[config.mk]
export PLATFORM = sky130hd
export DESIGN_NAME = serial_adder
export DESIGN_NICKNAME = d
export VERILOG_FILES = /design/src/rtl/serial_adder.sv
export SDC_FILE = /design/constraint.sdc
export NUM_CORES = 1
export LEC_CHECK = 0
export ABC_AREA = 1
export CAP_MARGIN = 20
export CORE_UTILIZATION = 50
export DETAILED_ROUTE_END_ITERATION = 8
export HOLD_SLACK_MARGIN = 0.03
export PLACE_DENSITY = 0.79
export SYNTH_ARGS = -nofsm -noshare
export SYNTH_HDL_FRONTEND = slang
export SYNTH_SLANG_ARGS = --single-unit
[constraint.sdc]
create_clock -name clk -period 1.85 [get_ports clk]
set_input_delay 0.185 -clock clk [delete_from_list [all_inputs] [get_ports clk]]
set_output_delay 0.185 -clock clk [all_outputs]
set_load 0.01 [all_outputs]
[src/rtl/serial_adder.sv]
// Bit-serial unsigned adder: one full-adder cell and a carry flop add a+b LSB
// first over WIDTH cycles, then pulse done for one cycle with sum/cout valid.
module serial_adder #(
  parameter int WIDTH = 8
) (
  input  logic             clk,
  input  logic             rst_n,
  input  logic             start,
  input  logic [WIDTH-1:0] a,
  input  logic [WIDTH-1:0] b,
  output logic             busy,
  output logic             done,
  output logic [WIDTH-1:0] sum,
  output logic             cout
);

  localparam int CNT_W = $clog2(WIDTH + 1);
  localparam logic [CNT_W-1:0] LAST_BIT = CNT_W'(WIDTH - 1);

  typedef enum logic [1:0] {
    IDLE = 2'd0,
    RUN  = 2'd1,
    DONE = 2'd2
  } state_t;

  state_t           r_state;
  logic             r_busy;
  logic             r_done;
  logic [WIDTH-1:0] r_a;
  logic [WIDTH-1:0] r_b;
  logic [WIDTH-1:0] r_sum;
  logic             r_carry;
  logic [CNT_W-1:0] r_cnt;
  logic [1:0]       w_fa;

  // Full adder as two cascaded half adders; returns {carry, sum}.
  function automatic logic [1:0] full_add(input logic x, input logic y, input logic cin);
    logic ha1_s;
    logic ha1_c;
    logic ha2_s;
    logic ha2_c;
    ha1_s = x ^ y;
    ha1_c = x & y;
    ha2_s = ha1_s ^ cin;
    ha2_c = ha1_s & cin;
    return {ha1_c | ha2_c, ha2_s};
  endfunction

  assign w_fa = full_add(r_a[0], r_b[0], r_carry);

  always_ff @(posedge clk) begin
    if (!rst_n) begin
      r_state <= IDLE;
      r_busy  <= 1'b0;
      r_done  <= 1'b0;
      r_a     <= '0;
      r_b     <= '0;
      r_sum   <= '0;
      r_carry <= 1'b0;
      r_cnt   <= '0;
    end else begin
      case (r_state)
        IDLE, DONE: begin
          r_done <= 1'b0;
          if (start) begin
            r_a     <= a;
            r_b     <= b;
            r_carry <= 1'b0;
            r_cnt   <= '0;
            r_busy  <= 1'b1;
            r_state <= RUN;
          end else begin
            r_state <= IDLE;
          end
        end
        RUN: begin
          // Sum bits enter at the MSB so the LSB lands at bit 0 after WIDTH shifts.
          r_a     <= r_a >> 1;
          r_b     <= r_b >> 1;
          r_sum   <= {w_fa[0], r_sum[WIDTH-1:1]};
          r_carry <= w_fa[1];
          if (r_cnt == LAST_BIT) begin
            r_cnt   <= '0;
            r_busy  <= 1'b0;
            r_done  <= 1'b1;
            r_state <= DONE;
          end else begin
            r_cnt <= r_cnt + CNT_W'(1);
          end
        end
        default: begin
          r_busy  <= 1'b0;
          r_done  <= 1'b0;
          r_state <= IDLE;
        end
      endcase
    end
  end

  assign busy = r_busy;
  assign done = r_done;
  assign sum  = r_sum;
  assign cout = r_carry;

endmodule

# Yosys cells after proc, flatten, opt, wreduce, memory -nomap -nowiden

Index checks and enable logic that the tools add are counted.

Bitwise logic cells: 5
Reductions and logical operators: 6
$add $sub $neg: 1
Multiplexer cells: 15
Eq/ne operators: 5

Operators by type and width:

| cell                                           | count |
|---|---|
| case mux 8 bit (2 select lines)                | 2 |
| two-way mux 8 bit                              | 2 |
| two-way mux 4 bit                              | 2 |
| case mux 4 bit (2 select lines)                | 1 |
| AND reduction 2 bit                            | 3 |
| adder 4 x 1 -> 4 bit (second input constant)   | 1 |
| == test 4 x 3 -> 1 bit (second input constant) | 1 |
| two-way mux 1 bit                              | 4 |
| != test 2 bit (second input constant)          | 2 |
| case mux 1 bit (2 select lines)                | 2 |
| case mux 2 bit (2 select lines)                | 1 |
| bitwise AND 1 bit                              | 2 |
| == test 2 x 1 -> 1 bit (second input constant) | 1 |
| == test 2 bit (second input constant)          | 1 |
| zero test 2 bit                                | 1 |
| two-way mux 2 bit                              | 1 |
| nonzero test 2 bit                             | 1 |
| OR reduction 2 bit                             | 1 |
| bitwise XOR 1 bit                              | 2 |
| OR 1 bit                                       | 1 |

Bits of input ports: 19
Word-level logic and storage cells: 40
Register bits: 33
Output and inout port bits: 11

# Logic depth before layout (Yosys ltp)

Gate-level depths: netlist (run 1).

Word-level depth: 4
Gate-level depth with buffers: 6
Gate-level depth less buffers: 6

# Worst setup path before layout (run 1)

No wires, ideal clock.

Path kind: register -> register
From: register r_carry, in the netlist cout
To: register r_sum[7], in the netlist sum[7]
Path buffers: 0
Period minus slack after synthesis: 1.135 ns
Path slack: 0.715 ns
Cell stages (with the launch flop): 4
Required time: 1.731 ns
Library setup time: 0.119 ns
Arrival: 1.016 ns
Path through: dfxtp_1 -> inv_1 -> fa_1 -> a21oi_1

Word-level cells in the longest chain between the ends: 1

RTL lines:

| what                     | RTL line | source |
|---|---|---|
| start: declaration       | 32       | `logic r_carry;` |
| start signal: assignment | 81       | `r_carry <= w_fa[1];` |
| bitwise XOR 1 bit        | 44       | `ha2_s = ha1_s ^ cin;` |
| end signal: assignment   | 80       | `r_sum <= {w_fa[0], r_sum[WIDTH-1:1]};` |
| end: declaration         | 31       | `logic [WIDTH-1:0] r_sum;` |

Every way passes these cells.
A chain may end at the register's enable or synchronous reset.

# Worst setup path after layout (run 1)

From: register r_state[0]
To: register r_state[1]

Word-level cells in the longest chain between the ends: 3
Elaborated cells on any way between the ends: 6
Classes of those cells: eq/ne: 3; mux: 1; reduce/logical: 2

RTL lines:

| what                                             | RTL line | source |
|---|---|---|
| start: declaration                               | 26       | `state_t r_state;` |
| start signal: assignment                         | 53       | `r_state <= IDLE;` |
| start signal: assignment                         | 71       | `r_state <= RUN;` |
| start signal: assignment                         | 73       | `r_state <= IDLE;` |
| == test 2 bit or zero test 2 bit (tied branches) | 62       | `case (r_state)` |
| OR reduction 2 bit                               | 62       |  |
| case mux 2 bit (2 select lines)                  | 62       |  |

Parallel ways exist; a longest one is shown, timed or not.

==> flow_metrics.env, run 1 <==
export IMPL_synth_top_family_by_area="simple AND/OR/NAND/NOR gates"
export IMPL_drive_gt1_share_pct=10.5
export IMPL_start_kind="flop"
export IMPL_core_mm2=0.00252
export IMPL_arrival_ns=1.68
export IMPL_synthAdderAreaFrac_pct=2.40
export IMPL_cts_max_path_buffers=2
export IMPL_drt_antenna_violating_nets=0
export IMPL_drc=0
export IMPL_synth_area_mm2=0.00136
export IMPL_hold_viol=0
export IMPL_cts_resized=0
export IMPL_vias=1179
export IMPL_yosys_area_share_simple_pct=30.1
export IMPL_io_pins=30
export IMPL_async_flop_share_pct=0
export IMPL_portBuffers=29
export IMPL_finalCritPeriodShare_pct=77.6
export IMPL_clkSinkCount=33
export IMPL_dieWidth_um=54.1
export IMPL_yosysSeqAreaShare_pct=48.7
export IMPL_num_antenna_cells=0
export IMPL_die_height_um=54.1
export IMPL_r2r_cells=4
export IMPL_syn_inst=169
export IMPL_dpl_hpwl_um=1830
export IMPL_postCtsHoldBufs=0
export IMPL_period_needed_ns=1.44
export IMPL_avgSynthCellArea_um2=8.03
export IMPL_synth_area_leaders="dfxtp_1 49%, nor2_1 14%, o21ai_0 8.5%"
export IMPL_grt_pass1_wl_um=4350
export IMPL_tightest_slew_ns=0.421
export IMPL_wire_per_inst_um=11.3
export IMPL_synth_xor_area_share_pct=0
export IMPL_critical_path_class="flop to flop"
export IMPL_synth_compound_area_share_pct=12.4
export IMPL_ir_drop_mv=0.582
export IMPL_vias_per_cell=5.13
export IMPL_cp_max_fo=24
export IMPL_whs_path_depth=3
export IMPL_grt_pass1_vias=1091
export IMPL_synthMuxAreaShare_pct=0
export IMPL_max_cap_violations=0
export IMPL_synth_common_cells="50 x nor2_1, 33 x dfxtp_1, 23 x o21ai_0, 12 x nand2_1, 10 x nor3_2"
export IMPL_p_leak_nw=0.671
export IMPL_synth_top_area_share_pct=48.7
export IMPL_insertion_delay_ns=0.33
export IMPL_cts_tree="done"
export IMPL_post_cts_buffers=0
export IMPL_max_freq_mhz=696
export IMPL_p_per_area_mw_per_mm2=845
export IMPL_root_buffer="clkbuf_4"
export IMPL_finalSetupTns_ns=0
export IMPL_first_pass_iters=4
export IMPL_status="complete, no violations"
export IMPL_pre_cts_ws_ns=0.424
export IMPL_initial_utilization_pct=53.8
export IMPL_first_iter_violations=38
export IMPL_fin_nets=220
export IMPL_rsz0062_at_grt="false"
export IMPL_grt_start_max_net_pins=27
export IMPL_finalSetupViolations=0
export IMPL_synth_ff_type="dfxtp_1"
export IMPL_relSlewSlack_pct=71.8
export IMPL_synth_top_area_cell="dfxtp_1"
export IMPL_antenna_found_initial=0
export IMPL_synth_edf_count=0
export IMPL_ys_types=20
export IMPL_ys_ff_latch=33
export IMPL_num_rows=18
export IMPL_numCtsBuffers=5
export IMPL_synth_nets=190
export IMPL_endpoint_kind="flop"
export IMPL_dpl_cell_count=222
export IMPL_fin_cells=230
export IMPL_whs_ns=0.421
export IMPL_skew_ns=0.00554
export IMPL_cp_required_ns=2.09
export IMPL_yosysMostFrequentCell="nor2_1"
export IMPL_grt_usage_pct=21.4
export IMPL_grt_overflow=0
export IMPL_die_area_mm2=0.00292
export IMPL_slew_violations=0
export IMPL_worstHoldPathType="input port to flop"
export IMPL_drt_total_wl_um=2590
export IMPL_routabilityCongestion=0.717
export IMPL_power_total_mw=1.43
export IMPL_htree_levels=2
export IMPL_setup_ws_ns=0.414
export IMPL_area_growth_pct=24.6
export IMPL_yosysWarnings=0
export IMPL_path_clk_slew_ns=0.09
## registers in the layout, indices dropped and copies added (netlist names)
register,count
r_a,8
r_b,8
sum,8
r_cnt,4
r_state,2
busy,1
cout,1
done,1
## worst max-delay path, stage by stage, from the launching register on
cell and delay, ns:
dfxtp_1 0.37, nand2_2 0.27, inv_1 0.36, nand2_1 0.15, nor3_1 0.20
## through the flow
| stage | cell area, um2 | utilization (%) |
|---|---|---|
| floorplan | 1360 | - |
| global placement | 1640 | 65.1 |
| detailed placement | 1640 | 65.1 |
| CTS | 1690 | 67.0 |
| global route | 1690 | 67.0 |
| finish | 1690 | 67.0 |
## layout make-up
type                            count  area (um2)
Timing Repair Buffer               30         298
Multi-Input combinational cell    119         608
Sequential cell                    33         661
Clock buffer                        8        48.8
Tap cell                           30        37.5
Inverter                           10        37.5
Fill cell                         222         832
## routing by layer
metal | GRT usage (%) | wire, um | vias up | share of wire (%)
met5 | 0 | 0 | - | 0
met4 | 11.5 | 50 | 0 | 1.9
met3 | 5.93 | 107 | 8 | 4.1
met2 | 36.0 | 1250 | 29 | 48
met1 | 24.4 | 1190 | 530 | 46
li1 | - | - | 612 | -
## cells in the final DEF (no fill, tap or decap), drive strengths merged
cell type,n
nor2,50
dfxtp,33
clkdlybuf4s50,29
o21ai,25
nand2,15
nor3,15
inv,10
clkbuf,8
a21oi,7
nand3,3
nand4,1
o21a,1
fa,1
ha,1
buf,1
## worst paths after layout
| check | start | to | slack (ns) |
|---|---|---|---|
| worst max register to register | r_state[0] | r_state[1] | 0.41 |
| worst min-delay path | rst_n | busy | 0.42 |
| worst min register to register | r_a[7] | r_a[7] | 0.48 |
| worst max-delay path | r_state[0] | r_state[1] | 0.41 |
## power by group
| group | leakage, nW | internal, mW | switching, mW |
|---|---|---|---|
| Clock | 0.0265 | 0.151 | 0.222 |
| Combinational | 0.372 | 0.119 | 0.136 |
| Sequential | 0.272 | 0.767 | 0.0317 |
## cell families after synthesis
group,after synthesis
adder cells (fa/ha/maj),2
buffers and inverters,17
AND/OR/NAND/NOR,84
AO/OA/AOI/OAI,33
flip-flops,33
Note: power is estimated with default switching activity, not from simulation.
==> inputs of run 2 (changes only) <==
CORE_UTILIZATION = 49   (was 50)
PLACE_DENSITY = 0.78   (was 0.79)
clock period = 1.41 ns   (was 1.85 ns; I/O delays follow)
==> flow_metrics.env, run 2 (synthesis results as in run 1) <==
export IMPL_cts_tree="done"
export IMPL_post_route_util_pct=68.3
export IMPL_root_buffer="clkbuf_4"
export IMPL_slew_violations=0
export IMPL_fin_nets=223
export IMPL_rsz0062_at_grt="false"
export IMPL_core_mm2=0.00254
export IMPL_relSlewSlack_pct=82.2
export IMPL_numCtsBuffers=5
export IMPL_first_iter_violations=34
export IMPL_status="complete, no violations"
export IMPL_vias=1205
export IMPL_drt_antenna_violating_nets=0
export IMPL_critPathBufInv=1
export IMPL_endpoint_kind="primary output"
export IMPL_die_area_mm2=0.00298
export IMPL_worstHoldPathType="input port to flop"
export IMPL_tightest_slew_ns=0.266
export IMPL_finalCritPeriodShare_pct=96.0
export IMPL_htree_levels=2
export IMPL_p_leak_nw=0.818
export IMPL_die_height_um=54.6
export IMPL_skew_ns=0.00897
export IMPL_first_pass_iters=4
export IMPL_hold_viol=0
export IMPL_crit_path_top_delay_cell="clkdlybuf4s50_1"
export IMPL_cp_max_fo=2
export IMPL_wire_per_inst_um=11.4
export IMPL_drt_total_wl_um=2660
export IMPL_routabilityCongestion=0.746
export IMPL_max_cap_violations=0
export IMPL_critical_path_class="flop to primary output"
export IMPL_grt_overflow=0
export IMPL_power_total_mw=1.89
export IMPL_grt_pass1_wl_um=4530
export IMPL_portBuffers=29
export IMPL_insertion_delay_ns=0.34
export IMPL_max_freq_mhz=739
export IMPL_arrival_ns=1.21
export IMPL_crit_family="buffers and inverters"
export IMPL_start_kind="flop"
export IMPL_slowest_delay_ns=0.54
export IMPL_final_cell_mix="50 x nor2_1, 33 x dfxtp_1, 23 x o21ai_0"
export IMPL_pre_cts_ws_ns=0.122
export IMPL_final_common_cell="nor2_1"
export IMPL_grt_pass1_vias=1134
export IMPL_p_per_area_mw_per_mm2=1090
export IMPL_area_growth_pct=28.1
export IMPL_antenna_found_initial=0
export IMPL_post_cts_buffers=0
export IMPL_cts_max_path_buffers=2
export IMPL_initial_utilization_pct=53.3
export IMPL_vias_per_cell=5.17
export IMPL_num_antenna_cells=0
export IMPL_dieWidth_um=54.6
export IMPL_final_area_mm2=0.00174
export IMPL_period_needed_ns=1.35
export IMPL_dpl_hpwl_um=1940
export IMPL_ir_drop_mv=0.747
export IMPL_clkSinkCount=33
export IMPL_num_rows=18
export IMPL_io_pins=30
export IMPL_grt_usage_pct=22.0
export IMPL_grt_start_max_net_pins=17
export IMPL_placed_area_mm2=0.00166
export IMPL_finalSetupTns_ns=0
export IMPL_setup_ws_ns=0.0564
export IMPL_path_clk_slew_ns=0.10
export IMPL_cp_required_ns=1.27
export IMPL_drc=0
export IMPL_drive_gt1_share_pct=13.3
export IMPL_path_cells="clkdlybuf4s50_1"
export IMPL_finalSetupViolations=0
run 2: changes by cell type in the layout (fill, tap and decap cells not counted), sizes merged:
cell,previous run,this run
clkdlybuf4s50,29,20
inv,10,9
buf,1,4
clkbuf,8,6
dlygate4sd2,0,1
clkinvlp,0,1
dlymetal6s2s,0,8
clkinv,0,2
run 2: power breakdown:
group	internal, mW	switching [mW]	total (mW)	leakage [nW]
Clock	0.190	0.314	0.504	0.0320
Sequential	1.01	0.0416	1.05	0.272
Combinational	0.160	0.181	0.340	0.514
run 2: final timing paths:
check | to | cells past startpoint | from | slack, ns
worst max-delay path | busy | 1 | busy | 0.06
worst max register to register | busy | 6 | r_cnt[0] | 0.14
worst min register to register | r_b[7] | 2 | r_b[7] | 0.48
worst min-delay path | r_b[7] | 3 | b[7] | 0.37
run 2: metrics by stage:
step	hold slack, ns	instances
floorplan	0.282	169
global placement	0.459	225
detailed placement	0.465	225
CTS	0.356	233
global route	0.385	233
finish	0.367	233
run 2: area by class of cell:
class / instances / area [um2]
Clock buffer: 6 / 41.3
Clock inverter: 2 / 10.0
Fill cell: 225 / 807
Inverter: 10 / 41.3
Multi-Input combinational cell: 119 / 608
Sequential cell: 33 / 661
Tap cell: 30 / 37.5
Timing Repair Buffer: 33 / 339
run 2: worst register-to-register path: stages (launching register included):
cell and delay, ns:
dfxtp_1 0.40, ha_1 0.18, nand2_1 0.08, nor2_1 0.17
nor2_1 0.11, o21ai_0 0.18, nor2_1 0.06
run 2: timing repair:
item | 4_1_cts | 5_1_grt
hold buffers | 0 | 0
setup endpoints to repair | 1 | 9
resized for setup | 1 | 9
run 2: metal layers:
layer  global-route usage (%)  wire [um]
met5                        0          0
met3                     5.83        139
met4                     12.8         60
met2                     37.1       1250
met1                     24.4       1210
